File: src/rtl/rgb_yuv_encoder.sv
// rgb_yuv_encoder: reads a packed RGB frame from SRAM and writes planar Y, U, V
// (4:2:2) back to SRAM, one group of four pixels at a time.
// Optional feature macro: RGB_YUV_AVG_DECIMATION_EN. When it is defined, each
// pair's U/V is the rounded average of both pixels. When it is undefined, U/V
// come from the even pixel only.
// Three multipliers are shared by a step-indexed schedule. Each slot of the
// schedule evaluates one colour channel for one pixel. Words still in flight
// from SRAM are taken straight off the read bus, so arithmetic can begin before
// the last read returns.
module rgb_yuv_encoder #(
  parameter logic [17:0] RGB_BASE   = 18'd146944,
  parameter logic [17:0] Y_BASE     = 18'd0,
  parameter logic [17:0] U_BASE     = 18'd38400,
  parameter logic [17:0] V_BASE     = 18'd57600,
  parameter int          NUM_PIXELS = 76800
) (
  input  logic        Clock,
  input  logic        Reset,
  input  logic        Enable,
  output logic [17:0] SRAM_address,
  input  logic [15:0] SRAM_read_data,
  output logic [15:0] SRAM_write_data,
  output logic        SRAM_we_n,
  output logic        Done
);

  localparam logic [17:0] LAST_GROUP = 18'(NUM_PIXELS / 4 - 1);
`ifdef RGB_YUV_AVG_DECIMATION_EN
  localparam logic [3:0] CALC_LAST = 4'd11;
`else
  localparam logic [3:0] CALC_LAST = 4'd8;
`endif

  typedef enum logic [2:0] {
    S_IDLE, S_READ, S_CALC, S_WR_Y0, S_WR_Y1, S_WR_U, S_WR_V, S_DONE
  } state_t;

  typedef enum logic [2:0] {
    A_NONE, A_Y, A_HOLD, A_UA, A_UB, A_VA, A_VB
  } action_t;

  typedef enum logic [1:0] {CH_Y, CH_U, CH_V} chan_t;

  state_t         state, next_state;
  logic [3:0]     step;
  logic [17:0]    g;
  logic [15:0]    w_reg [6];
  logic [15:0]    w_cur [6];
  logic [7:0]     y_res [4];
  logic [7:0]     ua, ub, va, vb;
`ifdef RGB_YUV_AVG_DECIMATION_EN
  logic [7:0]     hold;
`endif
  action_t        op_action;
  logic [1:0]     op_pix;
  chan_t          op_chan;
  logic [7:0]     pix_r, pix_g, pix_b;
  logic signed [31:0] r_ext, g_ext, b_ext;
  logic signed [31:0] coef_r, coef_g, coef_b, offset;
  logic signed [31:0] prod_r, prod_g, prod_b, sum, shifted;
  logic [7:0]     clipped, decimated;
  logic [17:0]    group_x6, read_offset;

  // State register; an asynchronous reset aborts any frame in progress.
  always_ff @(posedge Clock or posedge Reset) begin
    if (Reset) state <= S_IDLE;
    else       state <= next_state;
  end

  // Step within the current group; it restarts at 0 each time S_READ is entered.
  always_ff @(posedge Clock or posedge Reset) begin
    if (Reset)                                                       step <= 4'd0;
    else if (state == S_IDLE || state == S_DONE || state == S_WR_V) step <= 4'd0;
    else                                                             step <= step + 4'd1;
  end

  // Group counter: it advances after each V write and wraps when the frame ends.
  always_ff @(posedge Clock or posedge Reset) begin
    if (Reset) g <= '0;
    else if (state == S_WR_V) g <= (g == LAST_GROUP) ? '0 : g + 18'd1;
  end

  assign group_x6    = (g << 2) + (g << 1);
  assign read_offset = (step > 4'd5) ? 18'd5 : {14'd0, step};

  // Next-state logic and SRAM/Done drive decoded from the current state.
  always_comb begin
    next_state      = state;
    SRAM_address    = '0;
    SRAM_write_data = '0;
    SRAM_we_n       = 1'b1;
    Done            = 1'b0;
    case (state)
      S_IDLE:  if (Enable) next_state = S_READ;
      S_READ: begin
        SRAM_address = RGB_BASE + group_x6 + read_offset;
        if (step == 4'd7) next_state = S_CALC;
      end
      S_CALC:  if (step == CALC_LAST) next_state = S_WR_Y0;
      S_WR_Y0: begin
        SRAM_address    = Y_BASE + (g << 1);
        SRAM_write_data = {y_res[0], y_res[1]};
        SRAM_we_n       = 1'b0;
        next_state      = S_WR_Y1;
      end
      S_WR_Y1: begin
        SRAM_address    = Y_BASE + (g << 1) + 18'd1;
        SRAM_write_data = {y_res[2], y_res[3]};
        SRAM_we_n       = 1'b0;
        next_state      = S_WR_U;
      end
      S_WR_U: begin
        SRAM_address    = U_BASE + g;
        SRAM_write_data = {ua, ub};
        SRAM_we_n       = 1'b0;
        next_state      = S_WR_V;
      end
      S_WR_V: begin
        SRAM_address    = V_BASE + g;
        SRAM_write_data = {va, vb};
        SRAM_we_n       = 1'b0;
        next_state      = (g == LAST_GROUP) ? S_DONE : S_READ;
      end
      S_DONE: begin
        Done       = 1'b1;
        next_state = S_IDLE;
      end
      default: next_state = S_IDLE;
    endcase
  end

  // Capture each RGB word during the cycle in which it is valid on the read bus.
  always_ff @(posedge Clock or posedge Reset) begin
    if (Reset) begin
      for (int i = 0; i < 6; i++) w_reg[i] <= '0;
    end else if (state == S_READ && step >= 4'd2) begin
      w_reg[step - 4'd2] <= SRAM_read_data;
    end
  end

  // Operand view: a word arriving this cycle is taken straight from the bus.
  always_comb begin
    for (int i = 0; i < 6; i++)
      w_cur[i] = (state == S_READ && step == 4'(i + 2)) ? SRAM_read_data : w_reg[i];
  end

  // Multiplier schedule: for each step, select the pixel, the channel and the destination of the result.
  always_comb begin
    op_action = A_NONE;
    op_pix    = 2'd0;
    op_chan   = CH_Y;
    if (state != S_IDLE && state != S_DONE) begin
      case (step)
        4'd3: begin op_action = A_Y; op_pix = 2'd0; end
        4'd4: begin op_action = A_Y; op_pix = 2'd1; end
        4'd6: begin op_action = A_Y; op_pix = 2'd2; end
        4'd7: begin op_action = A_Y; op_pix = 2'd3; end
`ifdef RGB_YUV_AVG_DECIMATION_EN
        4'd5:  begin op_action = A_HOLD; op_pix = 2'd0; op_chan = CH_U; end
        4'd8:  begin op_action = A_UA;   op_pix = 2'd1; op_chan = CH_U; end
        4'd9:  begin op_action = A_HOLD; op_pix = 2'd2; op_chan = CH_U; end
        4'd10: begin op_action = A_UB;   op_pix = 2'd3; op_chan = CH_U; end
        4'd11: begin op_action = A_HOLD; op_pix = 2'd0; op_chan = CH_V; end
        4'd12: begin op_action = A_VA;   op_pix = 2'd1; op_chan = CH_V; end
        4'd13: begin op_action = A_HOLD; op_pix = 2'd2; op_chan = CH_V; end
        4'd14: begin op_action = A_VB;   op_pix = 2'd3; op_chan = CH_V; end
`else
        4'd5:  begin op_action = A_UA; op_pix = 2'd0; op_chan = CH_U; end
        4'd8:  begin op_action = A_VA; op_pix = 2'd0; op_chan = CH_V; end
        4'd9:  begin op_action = A_UB; op_pix = 2'd2; op_chan = CH_U; end
        4'd10: begin op_action = A_VB; op_pix = 2'd2; op_chan = CH_V; end
`endif
        default: op_action = A_NONE;
      endcase
    end
  end

  // Unpack the selected pixel's R, G, B bytes from the group's six words.
  always_comb begin
    pix_r = '0;
    pix_g = '0;
    pix_b = '0;
    case (op_pix)
      2'd0: begin pix_r = w_cur[0][15:8]; pix_g = w_cur[0][7:0];  pix_b = w_cur[1][15:8]; end
      2'd1: begin pix_r = w_cur[1][7:0];  pix_g = w_cur[2][15:8]; pix_b = w_cur[2][7:0];  end
      2'd2: begin pix_r = w_cur[3][15:8]; pix_g = w_cur[3][7:0];  pix_b = w_cur[4][15:8]; end
      default: begin pix_r = w_cur[4][7:0]; pix_g = w_cur[5][15:8]; pix_b = w_cur[5][7:0]; end
    endcase
  end

  // Coefficients and offset for the selected channel.
  always_comb begin
    coef_r = 32'sd16829;
    coef_g = 32'sd33039;
    coef_b = 32'sd6416;
    offset = 32'sd1048576;
    case (op_chan)
      CH_U: begin
        coef_r = -32'sd9714;  coef_g = -32'sd19070; coef_b = 32'sd28784;  offset = 32'sd8388608;
      end
      CH_V: begin
        coef_r = 32'sd28784;  coef_g = -32'sd24103; coef_b = -32'sd4681;  offset = 32'sd8388608;
      end
      default: ;
    endcase
  end

  assign r_ext   = {24'd0, pix_r};
  assign g_ext   = {24'd0, pix_g};
  assign b_ext   = {24'd0, pix_b};
  assign prod_r  = r_ext * coef_r;
  assign prod_g  = g_ext * coef_g;
  assign prod_b  = b_ext * coef_b;
  assign sum     = prod_r + prod_g + prod_b + offset + 32'sd32768;
  assign shifted = sum >>> 16;

  // Clip to 0..255, then form the chroma value for the pair.
  always_comb begin
    if (shifted < 32'sd0)        clipped = 8'd0;
    else if (shifted > 32'sd255) clipped = 8'd255;
    else                         clipped = shifted[7:0];
`ifdef RGB_YUV_AVG_DECIMATION_EN
    decimated = 8'(({1'b0, hold} + {1'b0, clipped} + 9'd1) >> 1);
`else
    decimated = clipped;
`endif
  end

  // Store each scheduled result in the register that feeds its SRAM write.
  always_ff @(posedge Clock or posedge Reset) begin
    if (Reset) begin
      for (int i = 0; i < 4; i++) y_res[i] <= '0;
      ua <= '0;
      ub <= '0;
      va <= '0;
      vb <= '0;
`ifdef RGB_YUV_AVG_DECIMATION_EN
      hold <= '0;
`endif
    end else begin
      case (op_action)
        A_Y:    y_res[op_pix] <= clipped;
`ifdef RGB_YUV_AVG_DECIMATION_EN
        A_HOLD: hold <= clipped;
`endif
        A_UA:   ua <= decimated;
        A_UB:   ub <= decimated;
        A_VA:   va <= decimated;
        A_VB:   vb <= decimated;
        default: ;
      endcase
    end
  end

endmodule

File: config.mk
export PLATFORM = sky130hd
export DESIGN_NAME = rgb_yuv_encoder
export DESIGN_NICKNAME = d
export VERILOG_FILES = /design/src/rtl/rgb_yuv_encoder.sv
export SDC_FILE = /design/constraint.sdc
export NUM_CORES = 1
export LEC_CHECK = 0
export BUFFER_PORTS_ARGS = -buffer_cell sky130_fd_sc_hd__buf_4
export CAP_MARGIN = 20
export CELL_PAD_IN_SITES_DETAIL_PLACEMENT = 0
export CELL_PAD_IN_SITES_GLOBAL_PLACEMENT = 1
export CORE_MARGIN = 2
export CORE_UTILIZATION = 23
export DETAILED_ROUTE_END_ITERATION = 6
export MAX_ROUTING_LAYER = met4
export PLACE_DENSITY_LB_ADDON = 0.1
export SLEW_MARGIN = 20
export SYNTH_ARGS = -nofsm -noshare
export SYNTH_HDL_FRONTEND = slang
export SYNTH_SLANG_ARGS = --single-unit
File: constraint.sdc
create_clock -name Clock -period 18.3 [get_ports Clock]
set_input_delay 1.83 -clock Clock [delete_from_list [all_inputs] [get_ports Clock]]
set_output_delay 1.83 -clock Clock [all_outputs]
set_load 0.02 [all_outputs]
# Word-level counts from Yosys, hierarchy flattened
# Index checks and enable logic that the tools add are counted.
# op_classes
add_sub_neg	13
mul	3
n_lt_le_gt_ge	8
n_eq_ne	30
n_mux	39
n_bitwise	2
n_reduce_logical	22
# ops
cell	count
$pmux 32 s2	3
$mux 16	7
$add 32x32->32	3
$bwmux 96	1
$mul 9x32->32	3
$pmux 18 s5	1
$pmux 8 s3	3
$pmux 16 s4	1
$demux 16 s3	1
$add 16x18->18 const A	2
$add 18x1->18 const B	2
$add 32x17->32 const B	1
$bwmux 32	1
$mux 24	1
$mux 8	3
$pmux 3 s8	1
$eq 3x3->1 const B	7
$add 18x18->18	1
$add 18x18->18 const A	1
$add 18x4->18	1
$eq 18x15->1 const B	1
$mux 18	1
$demux 8 s2	1
$eq 4x3->1 const B	4
other kinds (36)	66
# word_totals
ff_bits	185
out_inout_bits	36
wordCells	134

# Logic depth before layout (Yosys ltp)
# logic_depth
word_depth	15
ltp_mapped	41

# Least setup slack after synthesis
# Ideal clock, no wire load.
# synth_path
path_type	input port to flip-flop
startpoint	input port SRAM_read_data[4]
endpoint	register y_res[26] (netlist name)
setup_time_ns	0.127
arrival_ns	9.504
setup_slack_ns	8.668
cell_stages	26
path_buffers	1
path_cell_list	clkbuf_1 -> mux2i_1 -> o22ai_1 -> a21oi_1 -> a21oi_1 -> and2_1 -> inv_1 -> fa_1 -> inv_1 -> fa_1 -> fa_1 -> fa_1 -> fa_1 -> fa_1 -> inv_1 -> fa_1 -> inv_1 -> ha_1 -> nand3_1 -> or3_1 -> a211o_1 -> o31ai_1 -> xor2_1 -> nor4_4 -> a41oi_2 -> mux2_1
# synth_via
elab_chain_len	11
word_cells_on_any_way	21
# synth_rtl
element	line_no	source
start: declaration	21	input logic [15:0] SRAM_read_data,
$mux 16	144	w_cur[i] = (state == S_READ && step == 4'(i + 2)) ? SRAM_read_data : w_reg[i];
$pmux 8 s3	183	case (op_pix)
$mul 9x32->32, on equally long branches	211, 212	
$add 32x32->32	214	assign sum = prod_r + prod_g + prod_b + offset + 32'sd32768;
$add 32x32->32 (*) (2 in series)	214	
$add 32x17->32 (*)	214	
$gt 16x9->1	220	else if (shifted > 32'sd255) clipped = 8'd255;
$mux 8	220	
$mux 8 (*)	219	if (shifted < 32'sd0) clipped = 8'd0;
$bwmux 32 (*)	242	A_Y: y_res[op_pix] <= clipped;
end signal: indexed assignment	242	
end: declaration	49	logic [7:0] y_res [4];
# Every way passes the cells marked *; elsewhere a longest branch is shown, timed or not.
# A chain may end at the register's enable or synchronous reset.

# Worst setup path after layout
# layout_path
startpoint	register state[0]
endpoint	register y_res[26] (netlist name)
# layout_via
elab_chain_len	14
word_cells_on_any_way	51
# layout_rtl
element	line_no	source
start: declaration	44	state_t state, next_state;
start signal: assignment	67	else state <= next_state;
$ne 3x3->1 / $reduce_bool 3->1 (equally long branches)	152	if (state != S_IDLE && state != S_DONE) begin
$logic_and 1x1->1	152	
$mux 2	152	
$eq 2x2->1 (tied with other cells)	183	
$pmux 8 s3 / $pmux 32 s2 (equally long branches)	183, 197	
$mul 9x32->32, on equally long branches	211, 212	
$add 32x32->32 (3 in series)	214	
$add 32x17->32	214	
$gt 16x9->1	220	
$mux 8	220	
$mux 8	219	
$bwmux 32	242	
# Several ways; a longest one is shown, not always the timed one.

==> metrics.md <==
| Metric | Value |
|---|---|
| Status | `complete, no violations` |
| Initial antenna violation count | `0` |
| Iter 0 DRT Violations | `929` |
| Site row count | `120` |
| Drt wl/cell | `21.4 um` |
| DPL Wire Length | `70.9 mm` |
| Final setup fails | `0` |
| Vias | `17.8k` |
| CTS tree | `yes` |
| Final Wtd Congestion | `0.825` |
| Compound-Gate Fraction of Synth Area | `0.0980` |
| Largest area contributor in the netlist | `fa_1` |
| Crit-path max FO | `20` |
| Grt ovf | `0` |
| Post-DRT Antenna Nets | `0` |
| Endpoint class of the critical path | `register` |
| Crit. Startpoint | `state[0]$_DFFE_PP0P_` |
| Hold/Removal Path Class | `reg -> reg` |
| Total negative slack | `0 ps` |
| Max Fclk | `83.7 MHz` |
| Post-CTS Hold Fix Bufs | `0` |
| Buf/Inv on CP | `7` |
| Hold Path Sink | `w_reg[48]$_DFFE_PP0P_` |
| Rel. slew slack | `0.294` |
| PostCTS Resize Cnt | `0` |
| Synth top area cells | `fa_1 (29%), dfrtp_1 (19%), ha_1 (12%)` |
| Synth top area share | `0.289` |
| H-tree depth | `4` |
| Slowest stage delay, CP | `850 ps` |
| Multiplexer area fraction after synthesis | `0.0865` |
| Critical path launch point type | `register` |
| CP max-delay cell | `o31ai_1` |
| Crit path max-delay family | `adder cells` |
| Asr flop ratio synth | `1.00` |
| Die area | `111000 um2` |
| Critical Path RT | `18670 ps` |
| CP Class | `reg -> reg` |
| Hold Crit Start | `w_reg[48]$_DFFE_PP0P_` |
| Synth Cell Area | `24900 um2` |
| Main combinational cell family by area after synthesis | `adder cells` |
| Worst-Margin Slew | `1050 ps` |
| Clock sink count | `185` |
| Post-Syn Nets | `3213` |
| Simple-gate portion of the synthesized area | `0.0957` |
| Worst R2R End | `y_res[26]$_DFFE_PP0P_` |
| DR DRC count | `0` |
| Hold path cells | `2` |
| Layout Nets | `3235` |
| I/O Buffers | `54` |
| Post-synth EDFFs | `0` |
| Max-cap violations | `0` |
| DR vias/cell | `4.43` |
| Post-synth cell types | `74` |
| Synth Area in Adders | `0.413` |
| Final period util | `0.653` |
| Pin count of the biggest net entering global routing | `107` |
| Effective utilization at floorplan | `0.232` |
| Arr. time, crit path | `12310 ps` |
| Later-pin clock latency in the skew report | `500 ps` |
| Die X | `333 um` |
| RSZ-0062 raised after global routing | `false` |
| CTS Root Buffer Type | `clkbuf_16` |
| Synth Register Bits | `185` |
| Die height | `333 um` |
| Layout area overhead | `11.0%` |
| Min Tclk post-route | `11940 ps` |
| Routed WL | `86.3 mm` |
| Post-CTS setup buffers | `0` |
| Vias in the first global route | `20.0k` |
| Count of pins over their slew limit | `0` |
| Synth Instances | `2588` |
| Antenna Diode Count | `0` |
| FF-to-FF path depth | `31` |
| Share of layout cells above drive strength 1 | `0.116` |
| Hold Fails Final Rpt | `0` |
| Synth warn | `0` |
| Global Route Usage Sum | `0.166` |
| Top FF cell, synth | `dfrtp_1` |
| Launch point of the worst reg-to-reg path | `state[0]$_DFFE_PP0P_` |
| Xor/xnor share of the synthesized area | `0.0158` |
| First-pass GRT wire length | `133 mm` |
| Reg2Reg Setup Slack | `6360 ps` |
| Core region area | `107000 um2` |
| I/O pins | `55` |
| Post-synthesis sequential area ratio | `0.186` |
| Core Util, Final | `0.258` |
| Fin Clk Skew | `13.4 ps` |
| Total iterations of the first detailed-routing run | `5` |
| Syn Area/Cell | `9.63 um2` |
| Longest Clk Path Bufs | `2` |
| Largest register FFs | `96` |
| Cts bufs inserted | `17` |
| Clk slew on worst S/H paths | `80 ps` |
## cell families after synthesis
group / Yosys count
muxes: 196
and+or+nand+nor: 509
buffers and inverters: 694
DFF: 185
other: 1
adders and majority gates: 606
AOI/OAI and AO/OA: 352
xor gates and xnor gates: 45
## layer usage
| layer | part of all wire | track usage | vias to the layer above |
|---|---|---|---|
| li1 | - | - | 8329 |
| met1 | 0.49 | 0.225 | 9202 |
| met2 | 0.48 | 0.269 | 237 |
| met3 | 0.019 | 0.0151 | 61 |
| met4 | 0.016 | 0.0336 | 0 |
| met5 | 0 | - | - |
## synthesized netlist by cell type, types with 13 or more instances
cell type,instances
nand2_1,186
dfrtp_1,185
inv_1,603
a21oi_1,90
nor3_1,24
nand3_1,43
and3_1,13
o21ai_0,55
a22o_1,16
clkbuf_1,73
nand2b_1,18
o31ai_1,15
mux2i_1,41
ha_1,246
a221o_1,21
nor2_1,120
xor2_1,15
a21o_1,20
nor2b_1,27
fa_1,360
o22ai_1,29
xnor2_1,30
mux2_2,145
a31oi_1,20
and2_1,32
## final cells by class
class                      instances  area (um2)
sequential                       185        4630
fill                           11600       79600
tap                             1403        1760
multi-input combinational       1709       17700
timing repair buffer              94         709
clock inverter                    14         135
inverter                         603        2270
clock buffer                      18         429
## placed cells by master, fill, tap and decap left out, drive strengths merged, types with 9 or more instances in the layout
master,Yosys,final
a22o,16,16
o22ai,29,29
fa,360,360
nand2,186,186
mux2,155,155
a21o,20,20
a41oi,9,9
and2,32,32
a21oi,90,90
and3,13,13
xor2,15,15
ha,246,246
inv,603,611
o21ai,57,57
a31oi,20,20
clkbuf,73,18
nor4,9,9
xnor2,30,30
a221o,21,21
buf,18,94
nor2b,27,27
nor3,24,24
mux2i,41,41
nor2,120,120
o31ai,15,15
nand2b,18,18
o21bai,11,11
nand3,43,43
dfrtp,185,185
## how the worst max path moves through the flow
stage | endpoint | slack, ps | depth (start not counted)
after CTS | y_res[26]$_DFFE_PP0P_ | 6010 | 31
after global placement | y_res[12]$_DFFE_PP0P_ | 5980 | 31
after floorplan | y_res[26]$_DFFE_PP0P_ | 8670 | 26
after global routing | y_res[26]$_DFFE_PP0P_ | 5780 | 31
after detailed placement | y_res[26]$_DFFE_PP0P_ | 6100 | 31
final | y_res[26]$_DFFE_PP0P_ | 6360 | 31
## tightest hold or removal path, cell delays in order (launching register included)
cell     delay [ps]
dfrtp_1         350
nand2_1          50
o21ai_0          60
## through the flow
stage               setup WS (ps)  cell area, um2  hold slack [ps]  cells
global route                 5780           27700              511   4026
finish                       6360           27700              493   4026
floorplan                    8670           24900              444   2588
global placement             5980           27100              463   3994
CTS                          6010           27600              489   4026
detailed placement           6100           27100              472   3994
Power is left out: the tool's default activity adds up to more than one toggle a clock period on the data nets, which glitch-free logic cannot reach.
